[config.mk]
export PLATFORM = sky130hd
export DESIGN_NAME = id_ex_stage
export DESIGN_NICKNAME = d
export VERILOG_FILES = /design/src/rtl/scrisc_pkg.sv /design/src/rtl/hazard_unit.sv /design/src/rtl/id_ex_stage.sv
export SDC_FILE = /design/constraint.sdc
export NUM_CORES = 1
export LEC_CHECK = 0
export CAP_MARGIN = 20
export CORE_MARGIN = 8
export CORE_UTILIZATION = 40
export CTS_BUF_LIST = sky130_fd_sc_hd__clkbuf_4
export DETAILED_ROUTE_END_ITERATION = 12
export PLACE_DENSITY_LB_ADDON = 0.1
export REMOVE_ABC_BUFFERS = 1
export SLEW_MARGIN = 20
export SYNTH_ARGS = -nofsm -noshare
export SYNTH_HDL_FRONTEND = slang
export SYNTH_SLANG_ARGS = --single-unit
[constraint.sdc]
create_clock -name clk -period 2.6 [get_ports clk]
set_input_delay 0.52 -clock clk [delete_from_list [all_inputs] [get_ports clk]]
set_output_delay 0.52 -clock clk [all_outputs]
set_load 0.005 [all_outputs]
[src/rtl/scrisc_pkg.sv]
// scrisc_pkg: shared widths, ALU op encodings and control-word types for the SCRISC-16 core.
package scrisc_pkg;
  localparam int DATA_W = 16;
  localparam int REG_AW = 3;
  localparam int R0 = 0;
  localparam logic [1:0] ALUOP_MEM = 2'b00;
  localparam logic [1:0] ALUOP_BR  = 2'b01;
  localparam logic [1:0] ALUOP_IMM = 2'b10;
  localparam logic [1:0] ALUOP_R   = 2'b11;
  typedef struct packed {
    logic [1:0] alu_op;
    logic [4:0] funct5;
    logic       alu_src;
    logic       mem_read;
    logic       mem_write;
    logic       reg_write;
    logic       mem_to_reg;
  } ctrl_t;
  localparam ctrl_t CTRL_BUBBLE = '0;
endpackage

[src/rtl/hazard_unit.sv]
// hazard_unit: flags a load-use hazard between the decode slot and a load sitting in EX.
module hazard_unit #(
  parameter int REG_AW = scrisc_pkg::REG_AW
) (
  input  logic              id_valid,
  input  logic [REG_AW-1:0] id_rs1,
  input  logic [REG_AW-1:0] id_rs2,
  input  logic              id_uses_rs1,
  input  logic              id_uses_rs2,
  input  logic              ex_valid,
  input  logic              ex_mem_read,
  input  logic [REG_AW-1:0] ex_rd,
  output logic              hazard
);
  import scrisc_pkg::*;
  always_comb
    hazard = id_valid & ex_valid & ex_mem_read & (ex_rd != REG_AW'(R0))
           & ((id_uses_rs1 & (id_rs1 == ex_rd)) | (id_uses_rs2 & (id_rs2 == ex_rd)));
endmodule

[src/rtl/id_ex_stage.sv]
// id_ex_stage: ID/EX pipeline register with load-use bubbles, stall hold, flush squash and bubble counter.
module id_ex_stage #(
  parameter int DATA_W = scrisc_pkg::DATA_W,
  parameter int REG_AW = scrisc_pkg::REG_AW,
  parameter int CNT_W  = 16
) (
  input  logic              clk,
  input  logic              rst,
  input  logic              id_valid,
  input  logic [1:0]        id_alu_op,
  input  logic [4:0]        id_funct5,
  input  logic [REG_AW-1:0] id_rs1,
  input  logic [REG_AW-1:0] id_rs2,
  input  logic [REG_AW-1:0] id_rd,
  input  logic              id_uses_rs1,
  input  logic              id_uses_rs2,
  input  logic [DATA_W-1:0] id_rs1_data,
  input  logic [DATA_W-1:0] id_rs2_data,
  input  logic [DATA_W-1:0] id_imm,
  input  logic              id_alu_src,
  input  logic              id_mem_read,
  input  logic              id_mem_write,
  input  logic              id_reg_write,
  input  logic              id_mem_to_reg,
  input  logic              flush,
  input  logic              ext_stall,
  output logic              ex_valid,
  output logic [1:0]        ex_alu_op,
  output logic [4:0]        ex_funct5,
  output logic [REG_AW-1:0] ex_rs1,
  output logic [REG_AW-1:0] ex_rs2,
  output logic [REG_AW-1:0] ex_rd,
  output logic [DATA_W-1:0] ex_rs1_data,
  output logic [DATA_W-1:0] ex_rs2_data,
  output logic [DATA_W-1:0] ex_imm,
  output logic              ex_alu_src,
  output logic              ex_mem_read,
  output logic              ex_mem_write,
  output logic              ex_reg_write,
  output logic              ex_mem_to_reg,
  output logic              stall_if_id,
  output logic [CNT_W-1:0]  bubble_cnt
);
  import scrisc_pkg::*;
  ctrl_t ctrl, id_ctrl;
  logic hazard;
  logic [CNT_W-1:0] cnt_next;
  hazard_unit #(.REG_AW(REG_AW)) u_hazard (
    .id_valid(id_valid), .id_rs1(id_rs1), .id_rs2(id_rs2),
    .id_uses_rs1(id_uses_rs1), .id_uses_rs2(id_uses_rs2),
    .ex_valid(ex_valid), .ex_mem_read(ex_mem_read), .ex_rd(ex_rd),
    .hazard(hazard)
  );
  // Non-valid slots still carry alu_op/funct5 but can never write anything.
  always_comb begin
    id_ctrl = '{alu_op: id_alu_op, funct5: id_funct5, alu_src: id_alu_src,
                mem_read: id_mem_read, mem_write: id_mem_write,
                reg_write: id_reg_write, mem_to_reg: id_mem_to_reg};
    id_ctrl = id_valid ? id_ctrl : '{alu_op: id_alu_op, funct5: id_funct5, default: 1'b0};
    cnt_next = bubble_cnt + CNT_W'(bubble_cnt != '1);
    stall_if_id = (hazard | ext_stall) & ~flush;
  end
  always_ff @(posedge clk)
    if (rst) begin
      ctrl        <= CTRL_BUBBLE;
      ex_valid    <= 1'b0;
      ex_rs1      <= '0;
      ex_rs2      <= '0;
      ex_rd       <= '0;
      ex_rs1_data <= '0;
      ex_rs2_data <= '0;
      ex_imm      <= '0;
      bubble_cnt  <= '0;
    end else if (flush) begin
      ctrl     <= CTRL_BUBBLE;
      ex_valid <= 1'b0;
    end else if (!ext_stall) begin
      if (hazard) begin
        ctrl       <= CTRL_BUBBLE;
        ex_valid   <= 1'b0;
        bubble_cnt <= cnt_next;
      end else begin
        ctrl        <= id_ctrl;
        ex_valid    <= id_valid;
        ex_rs1      <= id_rs1;
        ex_rs2      <= id_rs2;
        ex_rd       <= id_rd;
        ex_rs1_data <= id_rs1_data;
        ex_rs2_data <= id_rs2_data;
        ex_imm      <= id_imm;
      end
    end
  assign ex_alu_op     = ctrl.alu_op;
  assign ex_funct5     = ctrl.funct5;
  assign ex_alu_src    = ctrl.alu_src;
  assign ex_mem_read   = ctrl.mem_read;
  assign ex_mem_write  = ctrl.mem_write;
  assign ex_reg_write  = ctrl.reg_write;
  assign ex_mem_to_reg = ctrl.mem_to_reg;
endmodule

Yosys cells after proc, flatten, opt, wreduce, memory -nomap -nowiden
Index checks and enable logic that the tools add are counted.
W data, S select, Z words.

storage, ports and cells
  flip-flop bits (word level) = 86
  output and inout port bits = 87
  bits of input ports = 76

cells by class
  equal/unequal tests = 3
  muxes and demuxes = 3
  bitwise gates (word level) = 12
  reductions and logical operators = 4
  add/subtract/negate cells = 1

operators with widths
  operator                number
  $add A16 B1 Y16         1
  $ne A16 B16 Y1 const B  1
  $mux W12                1
  $and A1 B1 Y1           7
  $eq A3 B3 Y1            2
  $reduce_and A3 Y1       2
  $mux W5                 1
  $not A1 Y1              3
  $reduce_bool A3 Y1      1
  $or A1 B1 Y1            2
  $reduce_or A2 Y1        1
  $mux W1                 1

Depth between registers and ports, before layout
Gate-level depths: netlist of run 1.

  word-level depth = 6
  mapped depth = 12
  gate-level depth less buffers = 11

Hierarchy
A second synthesis of run 1 with hierarchy kept.

unflattened totals
  cell total of the unflattened synthesis = 397
  area, all modules = 3328.2 µm²

modules (own cells, without submodules)
  module       times used  area an instance (µm²)  cells an instance  sequential area each (µm²)
  id_ex_stage  1           3245.6                  386                1721.7
  hazard_unit  1           82.6                    11                 0.0

Least setup slack after synthesis of run 1
No wires, ideal clock.

  path kind = reg2reg
  start = register bubble_cnt[9]
  end = register bubble_cnt[12]
  cell stages (with the launch flop) = 13
  data arrival time = 2.386 ns
  required time = 2.468 ns
  slack = 0.082 ns
  setup time = 0.132 ns
  cell sequence = dfxtp_1 -> and4_1 -> clkbuf_1 -> nand4_1 -> nor3_1 -> nand3_1 -> ha_1 -> ha_1 -> nand3_1 -> or2_2 -> a2111oi_4 -> a31o_2 -> a21oi_1

between the ends
  longest elaborated chain between the ends = 2

RTL lines
  what                    line               text
  start, declared         id_ex_stage.sv:42  output logic [CNT_W-1:0] bubble_cnt
  start signal, assigned  id_ex_stage.sv:81  bubble_cnt <= cnt_next;
  $ne A16 B16 Y1          id_ex_stage.sv:60  cnt_next = bubble_cnt + CNT_W'(bubble_cnt != '1);
  $add A16 B1 Y16 (*)     id_ex_stage.sv:60

Mark *: on every way between the ends. The rest lies on a longest branch, timed or not.
A chain may end at the register's enable or synchronous reset.

Final worst setup path of run 1
  start = input id_rs1[1]
  end = output stall_if_id

between the ends
  longest elaborated chain between the ends = 6

RTL lines
  what             line               text
  start, declared  id_ex_stage.sv:12  input logic [REG_AW-1:0] id_rs1,
  $eq A3 B3 Y1     hazard_unit.sv:18  & ((id_uses_rs1 & (id_rs1 == ex_rd)) | (id_uses_rs2 & (id_rs2 == ex_rd)));
  $and A1 B1 Y1    hazard_unit.sv:18
  $or A1 B1 Y1     hazard_unit.sv:18
  $and A1 B1 Y1    hazard_unit.sv:18
  $or A1 B1 Y1     id_ex_stage.sv:61  stall_if_id = (hazard | ext_stall) & ~flush;
  $and A1 B1 Y1    id_ex_stage.sv:61
  end, declared    id_ex_stage.sv:41  output logic stall_if_id,

Every way passes these cells.

==> impl_metrics.env, run 1 <==
export IMPL_dp_hpwl_um=8280
export IMPL_die_h_um=117
export IMPL_synth_compound_area_share_pct=9.72
export IMPL_maxSlewViolCount=0
export IMPL_setup_viol=0
export IMPL_antenna_found_initial=0
export IMPL_cp_cell_sequence="clkdlybuf4s50_1 -> xnor2_1 -> nand4_1 -> and2_4 -> nor2_1 -> o21ba_2 -> dlygate4sd2_1"
export IMPL_drc=0
export IMPL_final_hold_violation_count=0
export IMPL_die_x_um=117
export IMPL_worst_pin_slew_ns=0.567
export IMPL_cts_made_buffers=9
export IMPL_areaGrowthSynthToFinish_pct=49.1
export IMPL_cp_max_fo=2
export IMPL_critPathSlowestCell="clkdlybuf4s50_1"
export IMPL_grt_start_max_net_pins=71
export IMPL_worstSetupEndpointType="output pin"
export IMPL_netlist_instances=431
export IMPL_hold_path_class="reg -> reg"
export IMPL_dr_pass1_iters=4
export IMPL_ys_seq_elements=86
export IMPL_min_period_ns=2.48
export IMPL_slowest_delay_ns=0.49
export IMPL_drtAntennaViolNets=0
export IMPL_setup_tns_ns=0
export IMPL_vias=3486
export IMPL_syn_mean_instance_area_um2=9.41
export IMPL_fill_cells=900
export IMPL_final_area_um2=6050
export IMPL_root_buffer="clkbuf_4"
export IMPL_pwr_density_cell_nw_per_um2=416
export IMPL_insertion_delay_ns=0.40
export IMPL_rows=36
export IMPL_avgViaCountPerCell=4.74
export IMPL_dieArea_um2=13600
export IMPL_wire_per_inst_um=15.0
export IMPL_finalCritPeriodShare_pct=95.5
export IMPL_cp_arrival_ns=1.96
export IMPL_yosys_area_share_xor_xnor_pct=2.81
export IMPL_synth_cell_type_count=33
export IMPL_layout_commonest_cell="clkdlybuf4s50_1"
export IMPL_p_leak_nw=2.13
export IMPL_place_congestion=0.794
export IMPL_worstSetupPathType="in -> out"
export IMPL_placed_area_um2=5900
export IMPL_wl_um=11000
export IMPL_outcome="finished, final reports clean"
export IMPL_grt_overflow_total=0
export IMPL_diodes=0
export IMPL_post_place_ws_ns=-0.264
export IMPL_cts_tree="done"
export IMPL_portBuffers=162
export IMPL_cts_max_level=3
export IMPL_drv_cap=0
export IMPL_required_ns=2.08
export IMPL_synth_fa_ha_area_share_pct=0.926
export IMPL_track_usage_pct=16.0
export IMPL_grt_pass1_wl_um=17400
export IMPL_fp_coreArea_um2=9820
export IMPL_p_total_mw=2.51
export IMPL_clk_pin_slew_worst_paths_ns=0.14
export IMPL_synth_top_family_by_area="simple AND/OR/NAND/NOR gates"
export IMPL_clock_sinks=86
export IMPL_rsz0062_at_grt="no"
export IMPL_synthMuxAreaShare_pct=14.1
export IMPL_pin_count=163
export IMPL_yosysSeqAreaShare_pct=42.5
export IMPL_dp_cells=718
export IMPL_slew_headroom_pct=62.2
export IMPL_fin_ws_ns=0.118
export IMPL_grt_pass1_vias=3547
export IMPL_clock_path_buffers=2
export IMPL_irDropWorstVdd_v=0.000242
export IMPL_stdcell_count=735
export IMPL_max_freq_mhz=403
export IMPL_layout_common_cells="157 x clkdlybuf4s50_1, 115 x nand2b_1, 85 x dfxtp_1"
export IMPL_yosys_area_share_simple_pct=25.6
export IMPL_start_util_pct=41.3
export IMPL_drive_gt1_share_pct=9.63
export IMPL_startpoint_type="input port"
export IMPL_first_iter_violations=134
export IMPL_syn_area_um2=4060
export IMPL_nets=676
export IMPL_finalClockSkew_ns=0.0140
export IMPL_yosys_warnings=0
-- report_power, final --
group / switching [mW] / internal, mW
logic: 0.154 / 0.283
registers: 0.0298 / 1.37
clock network: 0.461 / 0.219
-- path summary, 6_finish.rpt --
path              slack (ns)      startpoint        endpoint  depth (start not counted)
setup reg to reg        0.18  bubble_cnt[10]  bubble_cnt[12]                         12
hold / removal          0.46   ex_mem_to_reg   ex_mem_to_reg                          2
hold reg to reg         0.46   ex_mem_to_reg   ex_mem_to_reg                          2
setup / recovery        0.12       id_rs1[1]     stall_if_id                          7
-- synthesized netlist by cell type --
cell type  instances  area, um^2
nand2b_1         115         719
dfxtp_1           86        1720
mux2i_1           57         571
a21oi_1           23         115
clkbuf_1          21        78.8
nand2_1           18        67.6
xnor2_1           13         114
nor2_1            11        41.3
o21ai_0           10        50.1
nand3_1            8        40.0
nor2b_1            8        50.1
inv_1              7        26.3
buf_2              6        30.0
nand4_1            6        37.5
o211ai_1           5        37.5
a211oi_1           4        30.0
and3_1             4        25.0
buf_6              4        45.0
a2111oi_1          3        30.0
a21o_1             3        22.5
a31o_2             3        26.3
ha_1               3        37.5
a2111oi_4          2        55.1
or2_2              2        12.5
a21bo_2            1        10.0
and2_0             1        6.26
and4_1             1        8.76
nand3_2            1        10.0
nand3b_1           1        7.51
nor3_1             1        5.00
o21a_1             1        7.51
o21ba_2            1        10.0
or3_1              1        6.26
-- worst max-delay path: cells and delay by family --
kind,cells,cell delay [ns]
buffers and inverters,2,0.72
xor gates and xnor gates,1,0.12
AOI/OAI and AO/OA,1,0.15
and+or+nand+nor,3,0.44
-- layer usage --
layer	vias up	GRT usage, %	part of all wire, %
met4	0	4.86	1.0
met1	1610	18.0	41
met5	-	0	0
met2	101	26.5	47
li1	1765	-	-
met3	10	7.34	11
-- timing repair --
item / in CTS / in global routing
gates resized for setup: 6 / 6
endpoints found under the hold margin: 0 / 0
buffers inserted: 0 / 1
cloned: 0 / 0
hold buffers: 0 / 0
setup endpoints to repair: 1 / 4
pin swaps: 3 / 3
-- metrics by stage --
stage               util, %  hold slack [ns]
floorplan                 -            0.448
finish                 61.6            0.465
global placement       60.1            0.439
detailed placement     60.1            0.450
global route           61.6            0.485
CTS                    61.3            0.468
-- area by class of cell --
type	count	area (um^2)	share of cell area, %
Multi-Input combinational cell	307	2180	36.1
Inverter	7	26.3	0.435
Timing Repair Buffer	186	1830	30.3
Tap cell	133	166	2.75
Clock inverter	5	36.3	0.600
Clock buffer	11	82.6	1.37
Sequential cell	86	1720	28.5
-- cells by family after synthesis --
group           count (synthesis)
compound gates                 56
xor+xnor                       13
fa+ha+maj                       3
buf+inv                        38
flops                          86
mux                            57
simple gates                  178
Note: power is estimated with default switching activity, not from simulation.
==> run 2, diff against run 1 <==
--- a/config.mk
+++ b/config.mk
@@ -10,6 +10,7 @@
 export CORE_UTILIZATION = 40
 export CTS_BUF_LIST = sky130_fd_sc_hd__clkbuf_4
 export DETAILED_ROUTE_END_ITERATION = 12
+export MAX_ROUTING_LAYER = met4
 export PLACE_DENSITY_LB_ADDON = 0.1
 export REMOVE_ABC_BUFFERS = 1
 export SLEW_MARGIN = 20
==> run 2 against run 1 <==
  * Wire length up 0.17%
  * Clock skew is 0.00084 ns higher
  * Worst hold slack is essentially flat
  * Sequential share of layout area is the same
  * Register-to-register slack is essentially flat
  * Largest power group unchanged
  * Cell area did not move
  * Combinational power is essentially flat
  * Via count about the same
  * Core utilization unchanged
  * Sequential power about the same
  * Critical path depth is the same
  * Count of clock-buffer cells in the layout stayed put
==> impl_metrics.env, run 2 (synthesized netlist as in run 1, its figures left out) <==
export IMPL_portBuffers=162
export IMPL_cts_tree="done"
export IMPL_placed_area_um2=5900
export IMPL_dieArea_um2=13600
export IMPL_setup_tns_ns=0
export IMPL_min_period_ns=2.48
export IMPL_first_iter_violations=148
export IMPL_pwr_density_cell_nw_per_um2=416
export IMPL_cp_arrival_ns=1.96
export IMPL_worstSetupEndpointType="output pin"
export IMPL_p_leak_nw=2.13
export IMPL_irDropWorstVdd_v=0.000242
export IMPL_antenna_found_initial=0
export IMPL_final_area_um2=6050
export IMPL_outcome="finished, final reports clean"
export IMPL_diodes=0
export IMPL_pin_count=163
export IMPL_required_ns=2.08
export IMPL_grt_pass1_wl_um=17400
export IMPL_areaGrowthSynthToFinish_pct=49.1
export IMPL_cts_made_buffers=9
export IMPL_dp_cells=718
export IMPL_rsz0062_at_grt="no"
export IMPL_grt_start_max_net_pins=71
export IMPL_grt_overflow_total=0
export IMPL_vias=3488
export IMPL_clock_path_buffers=2
export IMPL_maxSlewViolCount=0
export IMPL_fp_coreArea_um2=9820
export IMPL_max_freq_mhz=403
export IMPL_root_buffer="clkbuf_4"
export IMPL_die_h_um=117
export IMPL_clk_pin_slew_worst_paths_ns=0.14
export IMPL_nets=676
export IMPL_insertion_delay_ns=0.40
export IMPL_wire_per_inst_um=15.0
export IMPL_worst_pin_slew_ns=0.570
export IMPL_final_hold_violation_count=0
export IMPL_cp_cell_sequence="clkdlybuf4s50_1 -> xnor2_1 -> nand4_1 -> and2_4 -> nor2_1 -> o21ba_2 -> dlygate4sd2_1"
export IMPL_slowest_delay_ns=0.49
export IMPL_worstSetupPathType="in -> out"
export IMPL_cp_max_fo=2
export IMPL_cts_max_level=3
export IMPL_setup_viol=0
export IMPL_grt_pass1_vias=3565
export IMPL_drv_cap=0
export IMPL_hold_path_class="reg -> reg"
export IMPL_layout_common_cells="157 x clkdlybuf4s50_1, 115 x nand2b_1, 85 x dfxtp_1"
export IMPL_wl_um=11000
export IMPL_clock_sinks=86
export IMPL_reg2reg_slack_ns=0.18
export IMPL_finalCritPeriodShare_pct=95.5
export IMPL_stdcell_count=735
export IMPL_critPathSlowestCell="clkdlybuf4s50_1"
export IMPL_dr_pass1_iters=4
export IMPL_drtAntennaViolNets=0
export IMPL_start_util_pct=41.3
export IMPL_track_usage_pct=16.5
export IMPL_layout_commonest_cell="clkdlybuf4s50_1"
export IMPL_avgViaCountPerCell=4.75
export IMPL_place_congestion=0.806
export IMPL_startpoint_type="input port"
export IMPL_rows=36
export IMPL_die_x_um=117
export IMPL_slew_headroom_pct=62.0
export IMPL_drc=0
export IMPL_drive_gt1_share_pct=9.63
export IMPL_fill_cells=900
export IMPL_dp_hpwl_um=8280
export IMPL_finalClockSkew_ns=0.0149
run 2: worst paths after layout:
path | start | endpoint | depth (start not counted)
worst max-delay path | id_rs1[1] | stall_if_id | 7
worst min-delay path | ex_mem_to_reg | ex_mem_to_reg | 2
worst max register to register | bubble_cnt[10] | bubble_cnt[12] | 12
worst min register to register | ex_mem_to_reg | ex_mem_to_reg | 2
run 2: routing by layer:
metal	up-vias	global-route usage, %	part of all wire, %
li1	1767	-	-
met5	-	-	0
met4	0	4.86	1.1
met2	101	26.5	47
met3	11	5.58	8.1
met1	1609	19.2	44
run 2: worst max-delay path: cells and delay by family:
family,cells,cell delay (ns)
buffers and inverters,2,0.72
AO/OA/AOI/OAI,1,0.15
XOR/XNOR,1,0.12
AND/OR/NAND/NOR,3,0.44
run 2: repair_timing:
action	in CTS	in global routing
resized for setup	6	6
setup endpoints to repair	1	4
hold buffers	0	0
pin swaps	3	3
buffers inserted	0	1
run 2: through the flow:
| step | total power [mW] | hold slack, ns | utilization, % | setup slack [ns] |
|---|---|---|---|---|
| final | 2.51 | 0.465 | 61.6 | 0.116 |
| after CTS | 2.56 | 0.468 | 61.3 | 0.0667 |
| after detailed placement | 1.87 | 0.450 | 60.1 | -0.264 |
| after floorplan | 1.58 | 0.448 | - | -1.23 |
| after global routing | 2.65 | 0.485 | 61.6 | 0.00753 |
| after global placement | 1.86 | 0.439 | 60.1 | -0.210 |
run 2: cell type report:
cell class,instances,area [um^2],area share (%)
multi-input combinational,307,2180,36.1
timing repair buffer,186,1830,30.3
sequential,86,1720,28.5
tap,133,166,2.75
clock buffer,11,82.6,1.37
clock inverter,5,36.3,0.600
inverter,7,26.3,0.435
run 2: power by group:
group,switching [mW],internal [mW],total [mW]
Combinational,0.154,0.283,0.437
Clock,0.460,0.219,0.678
Sequential,0.0299,1.37,1.40
